--- config.mk ---
export PLATFORM = sky130hd
export DESIGN_NAME = afe_serial_arbiter
export DESIGN_NICKNAME = d
export VERILOG_FILES = /design/src/rtl/afe_serial_arbiter.sv
export SDC_FILE = /design/constraint.sdc
export NUM_CORES = 1
export LEC_CHECK = 0
export ABC_AREA = 1
export CORE_MARGIN = 3
export CORE_UTILIZATION = 40
export CTS_CLUSTER_DIAMETER = 40
export DETAILED_ROUTE_END_ITERATION = 8
export GPL_ROUTABILITY_DRIVEN = 0
export GPL_TIMING_DRIVEN = 0
export PLACE_DENSITY_LB_ADDON = 0.25
export SETUP_SLACK_MARGIN = 0.3
export SLEW_MARGIN = 20
export SYNTH_ARGS = -nofsm -noshare
export SYNTH_HDL_FRONTEND = slang
export SYNTH_SLANG_ARGS = --single-unit
--- constraint.sdc ---
create_clock -name clk -period 2.3 [get_ports clk]
set_input_delay 0.46 -clock clk [delete_from_list [all_inputs] [get_ports clk]]
set_output_delay 0.46 -clock clk [all_outputs]
set_load 0.1 [all_outputs]
--- src/rtl/afe_serial_arbiter.sv ---
// afe_serial_arbiter: round-robin arbiter granting one of three requesters
// access to a shared AFE serial engine. A Moore FSM latches the winning
// command, fires a one-cycle start/ack, holds for HOLD_CYCLES and then waits
// (with a timeout) for the serial engine to report idle again.
module afe_serial_arbiter #(
  parameter int HOLD_CYCLES    = 2,
  parameter int TIMEOUT_CYCLES = 4095
) (
  input  logic        clk,
  input  logic        reset_n,
  input  logic        enable,
  input  logic [2:0]  req,
  input  logic [19:0] cmd0,
  input  logic [19:0] cmd1,
  input  logic [19:0] cmd2,
  output logic [2:0]  ack,
  input  logic        serial_ready,
  output logic [19:0] afe_command,
  output logic        start_transaction,
  output logic [1:0]  grant_id,
  output logic        busy,
  output logic        timeout_err,
  input  logic        clear_err
);

  typedef enum logic [2:0] {
    IDLE  = 3'd0,
    ARB   = 3'd1,
    START = 3'd2,
    HOLD  = 3'd3,
    WAIT  = 3'd4
  } state_t;

  // Terminal counts; both counters start at 0 on entry to their state.
  localparam logic [11:0] HOLD_LAST = 12'(HOLD_CYCLES - 1);
  localparam logic [11:0] TO_LAST   = 12'(TIMEOUT_CYCLES - 1);

  state_t      state_q, state_d;
  logic [11:0] hold_cnt_q, hold_cnt_d;
  logic [11:0] wait_cnt_q, wait_cnt_d;
  logic [19:0] cmd_q, cmd_d;
  logic [1:0]  grant_q, grant_d;
  logic        terr_q, terr_d;

  logic        win_valid;
  logic [1:0]  win_id;
  logic [19:0] win_cmd;
  logic [1:0]  rr_base;
  logic [2:0]  cand;
  logic        timeout_hit;

  // Round-robin search starting one past the last grant, wrapping 2 -> 0.
  always_comb begin
    rr_base   = (grant_q == 2'd2) ? 2'd0 : grant_q + 2'd1;
    win_valid = 1'b0;
    win_id    = 2'd0;
    cand      = 3'd0;
    for (int k = 0; k < 3; k++) begin
      cand = {1'b0, rr_base} + 3'(k);
      if (cand >= 3'd3) begin
        cand = cand - 3'd3;
      end
      if (!win_valid && req[cand[1:0]]) begin
        win_valid = 1'b1;
        win_id    = cand[1:0];
      end
    end
  end

  // Command word of the current round-robin winner.
  always_comb begin
    case (win_id)
      2'd0:    win_cmd = cmd0;
      2'd1:    win_cmd = cmd1;
      default: win_cmd = cmd2;
    endcase
  end

  // Next-state logic for the FSM, counters, latched command and error flag.
  always_comb begin
    state_d     = state_q;
    hold_cnt_d  = hold_cnt_q;
    wait_cnt_d  = wait_cnt_q;
    cmd_d       = cmd_q;
    grant_d     = grant_q;
    timeout_hit = 1'b0;

    case (state_q)
      IDLE: begin
        if (enable && serial_ready && (req != 3'b000)) begin
          state_d = ARB;
        end
      end
      ARB: begin
        if (win_valid) begin
          grant_d = win_id;
          cmd_d   = win_cmd;
          state_d = START;
        end else begin
          state_d = IDLE;
        end
      end
      START: begin
        hold_cnt_d = 12'd0;
        state_d    = HOLD;
      end
      HOLD: begin
        if (hold_cnt_q == HOLD_LAST) begin
          wait_cnt_d = 12'd0;
          state_d    = WAIT;
        end else begin
          hold_cnt_d = hold_cnt_q + 12'd1;
        end
      end
      WAIT: begin
        if (serial_ready) begin
          state_d = IDLE;
        end else if (wait_cnt_q == TO_LAST) begin
          timeout_hit = 1'b1;
          state_d     = IDLE;
        end else begin
          wait_cnt_d = wait_cnt_q + 12'd1;
        end
      end
      default: state_d = IDLE;
    endcase

    // Sticky error: a new timeout overrides a simultaneous clear.
    terr_d = terr_q;
    if (clear_err) begin
      terr_d = 1'b0;
    end
    if (timeout_hit) begin
      terr_d = 1'b1;
    end
  end

  // State and datapath registers; grant resets to 2 so requester 0 wins first.
  always_ff @(posedge clk or negedge reset_n) begin
    if (!reset_n) begin
      state_q    <= IDLE;
      hold_cnt_q <= 12'd0;
      wait_cnt_q <= 12'd0;
      cmd_q      <= 20'd0;
      grant_q    <= 2'd2;
      terr_q     <= 1'b0;
    end else begin
      state_q    <= state_d;
      hold_cnt_q <= hold_cnt_d;
      wait_cnt_q <= wait_cnt_d;
      cmd_q      <= cmd_d;
      grant_q    <= grant_d;
      terr_q     <= terr_d;
    end
  end

  // Outputs decoded from registered state only.
  always_comb begin
    start_transaction = (state_q == START);
    ack               = start_transaction ? (3'b001 << grant_q) : 3'b000;
    busy              = (state_q != IDLE);
    afe_command       = cmd_q;
    grant_id          = grant_q;
    timeout_err       = terr_q;
  end

endmodule

# After elaboration in Yosys (flattened, before gate mapping)
# Index checks and enable logic that the tools add are counted.
# classes
n_shift	1
n_eq_ne	14
muxes	35
order_cmp	6
add_sub_neg	8
n_reduce_logical	17
# op_table
cell	n
$mux W12	4
$pmux W12 S2	2
$pmux W20 S2	1
$add A12 B1 Y12 const B	2
$mux W2	8
$mux W3	5
$pmux W3 S5	1
$eq A12 B1 Y1 const B	1
$eq A12 B12 Y1 const B	1
$mux W1	11
$ne A2 B2 Y1 const B	5
$lt A2 B3 Y1 const B	3
$bmux W1 S2	3
$eq A3 B2 Y1 const B	2
$ge A3 B2 Y1 const B	2
$reduce_bool A2 Y1	3
$reduce_bool A3 Y1	2
$sub A2 B2 Y2 const B	3
$logic_and A1 B1 Y1	4
$reduce_and A2 Y1	2
$reduce_and A4 Y1	1
$add A2 B1 Y3 const B	1
$add A2 B2 Y3 const B	1
$eq A3 B1 Y1 const B	1
11 further kinds	12
# totals
out_inout_bits	28
regBits	50

# Longest topological paths before layout
# depth
ltp_word	15
depth_mapped	13

# Worst setup path before layout
# OpenSTA, ideal clock, no wires.
# synth_timing
kind	register to output
startpoint	register state_q[0]
endpoint	output ack[2]
arrival_time_ns	4.299
slack_ns	-2.459
stages_incl_launch_ff	6
n_path_buf	0
path_cell_list	dfrtp_1 nor2_1 inv_1 nor2_1 inv_1 nor3_1
# synth_via
elab_chain_len	2
# synth_lines
element	line_no	source
start: declaration	38	state_t state_q, state_d;
start signal: assignment	148	state_q <= state_d;
$eq A3 B2 Y1	159	start_transaction = (state_q == START);
named net start_transaction	19	output logic start_transaction,
$mux W3	160	ack = start_transaction ? (3'b001 << grant_q) : 3'b000;
end: declaration	16	output logic [2:0] ack,
# The timed path passes the listed nets, and every way through them passes these cells.

# Worst setup path in the final report
# layout_timing
startpoint	register state_q[0]
endpoint	output ack[2]
# layout_via
elab_chain_len	2
# layout_lines
element	line_no
$eq A3 B2 Y1	159
$mux W3	160
# No other way between the ends.

==> run summary <==
status -> completed
via count -> 3090
first-pass GRT wire length -> 14200 um
drt total wl -> 8570 um
EDFF count, synth -> 0
final worst-path cycle share -> 89.5%
largest net degree at the start of global routing -> 51
H-Tree Depth -> 2
min-delay worst type -> primary input to async pin
antenna cell count -> 0
core area -> 0.00797 mm2
Final Non-Filler Cells -> 647
Starting DRT DRC Count -> 100
final hold violations -> 0
Syn Area/Cell -> 7.93 um2
R2R cell count -> 12
CTS tree -> done
power density over the cells -> 1340 mW/mm2
biggest area consumer among synthesized cells -> dfrtp_1
Num CTS Buffers -> 5
data arrival time of the worst path -> 1.60 ns
Synthesized Nets -> 500
Max clock buf depth -> 2
r2r setup slk -> 0.38 ns
Async SR Flop Fraction -> 100%
Mapped Area -> 0.00339 mm2
Top FF cell, synth -> dfrtp_1
layout cells sized above 1 -> 24.6%
via density per instance -> 4.78
most instantiated cells after synthesis -> 107 x nand2_1, 49 x dfrtp_1, 46 x inv_1
#FFs+latches synth -> 50
total grt overflow -> 0
Tmin final -> 2.06 ns
YS warnings -> 0
Port Buf Inserts -> 95
Slew Viols, Final -> 0
Final ANT Viol Nets -> 0
Die Wd -> 98.1 um
CTS Root Cell -> clkbuf_8
area share of the largest cell type after synthesis -> 36.1%
Remaining DRCs -> 0
synth unique cells -> 41
crit path to -> ack[2]
Critical Path RT -> 1.84 ns
synth top area cells -> dfrtp_1 36%, nand2_1 12%, nand2_4 7.0%, inv_1 5.1%, nor2_1 4.4%
crit path launch type -> register
final setup fails -> 0
Setup TNS -> 0 ns
Clock Pin Slew Worst Setup and Hold Paths -> 0.10 ns
Max transition margin -> 33.8%
Hold Buf Count CTS -> 0
synthesized instance count -> 428
count leader, synth -> nand2_1
RSZ-0062 raised after global routing -> true
worst vdd ir -> 0.798 mV
endpoint class of the critical path -> primary output
worst-margin pin slew -> 0.997 ns
first-pass iteration count of the detailed router -> 4
WS Path Type -> register to primary output
vias in the first global route -> 3056
I/O pin cnt -> 96
initial core utilization -> 42.6%
P_leak -> 0.00220 uW
clk_lat worst skew -> 0.30 ns
Max-cap violations -> 0
reg2reg end -> afe_command[7]
initial antenna violation count -> 0
CTS Sinks -> 50
Core Rows -> 32
Syn-to-layout area delta -> 41.1%
fmax -> 0.486 GHz
WL/cell -> 13.2 um
Worst Setup SP -> state_q[0]
GRT Overall Usage -> 17.6%
Die H -> 98.1 um
die area -> 0.00962 mm2
FF-to-FF Start -> grant_id[1]
Detail Placement HPWL -> 6470 um
Seq/Total Area, Yosys -> 36.9%
CP max FO -> 3
Setup Skew -> 0.0145 ns
placed insts -> 625
nets -> 616
where the power goes:
part | leakage [uW] | total [uW] | internal [uW] | switching, uW
Combinational | 0.00152 | 4480 | 1310 | 3170
Sequential | 0.000630 | 1300 | 1140 | 168
Clock | 0.0000579 | 619 | 321 | 298
sequential cells by signal (all words and copies together), names as in the netlist:
register / cells
afe_command: 20
hold_cnt_q: 12
wait_cnt_q: 12
state_q: 3
grant_id: 2
timeout_err: 1
routing by layer:
metal / global-route usage, % / up-vias / part of all wire, %
met5: 0 / - / 0
met4: 2.45 / 0 / 0.51
met3: 3.43 / 4 / 4.1
met2: 31.3 / 60 / 51
met1: 22.7 / 1436 / 44
li1: - / 1590 / -
worst max-delay path, stage by stage (launching register included):
cell and delay, ns:
dfrtp_1 0.41, nor2_2 0.12, inv_2 0.06, nor2_4 0.11
clkinvlp_4 0.15, nor3_4 0.24, buf_12 0.20
kinds of logic (layout without fill, tap and decap cells):
kind of cell	after synthesis	in the layout	synth area share [%]
adder cells (fa/ha/maj)	4	4	1.48
buffers and inverters	67	184	9.22
AND/OR/NAND/NOR	238	238	38.1
AO/OA/AOI/OAI	51	51	9.66
flip-flops	50	50	36.9
XOR/XNOR	18	18	4.65
stage by stage:
step                      setup WS [ns]  hold WS [ns]  total power, uW  utilization, %  instance area (um2)
final                             0.243         0.177             6410            60.1                 4780
after global routing              0.168         0.221             6790            60.1                 4780
after CTS                         0.146         0.198             6190            58.3                 4650
after detailed placement         -0.461         0.510             5610            56.6                 4510
after global placement           -0.963         0.497             5540            56.7                 4510
after floorplan                  -0.437         0.164             4600               -                 3440
placed cells by master (no fill, tap or decap), drive strengths merged:
cell type      count
o21ai              9
a21boi             7
dlymetal6s2s       2
dlygate4sd2        8
xor2              16
bufinv             1
nor4               2
xnor2              2
ha                 4
inv               51
dfstp              1
o32ai              1
buf               25
clkinvlp           1
nor3               9
or2               13
dfrtp             49
nand4              8
o31ai              2
o22ai              9
clkdlybuf4s15      8
a21oi             21
o211ai             1
a31oi              1
clkbuf            20
nor2              45
clkdlybuf4s50     63
clkinv             5
nand3             31
nand2            130
how the worst min path moves through the flow:
| stage | start | end | slack [ns] | cells after the start |
|---|---|---|---|---|
| final | reset_n | wait_cnt_q[11] | 0.18 | 1 |
| after global routing | reset_n | wait_cnt_q[11] | 0.22 | 1 |
| after CTS | reset_n | wait_cnt_q[2] | 0.20 | 1 |
| after detailed placement | afe_command[9] | afe_command[9] | 0.51 | 2 |
| after global placement | afe_command[16] | afe_command[16] | 0.50 | 2 |
| after floorplan | reset_n | afe_command[0] | 0.16 | 0 |
layout make-up:
type,count,area [um2]
inverters,55,215
clock inverters,3,40.0
multi-input cells,311,1900
fillers,744,3180
well taps,102,128
clock buffers,5,68.8
flip-flops and latches,50,1260
repair buffers,109,1070
plain buffers,12,104
timing repair:
item | in CTS | in global routing
pin swaps | 0 | 4
endpoints found under the setup margin | 47 | 59
gates resized for setup | 69 | 39
cloned | 0 | 2
buffers inserted | 4 | 8
No activity file was read; power rests on OpenSTA's default activity.
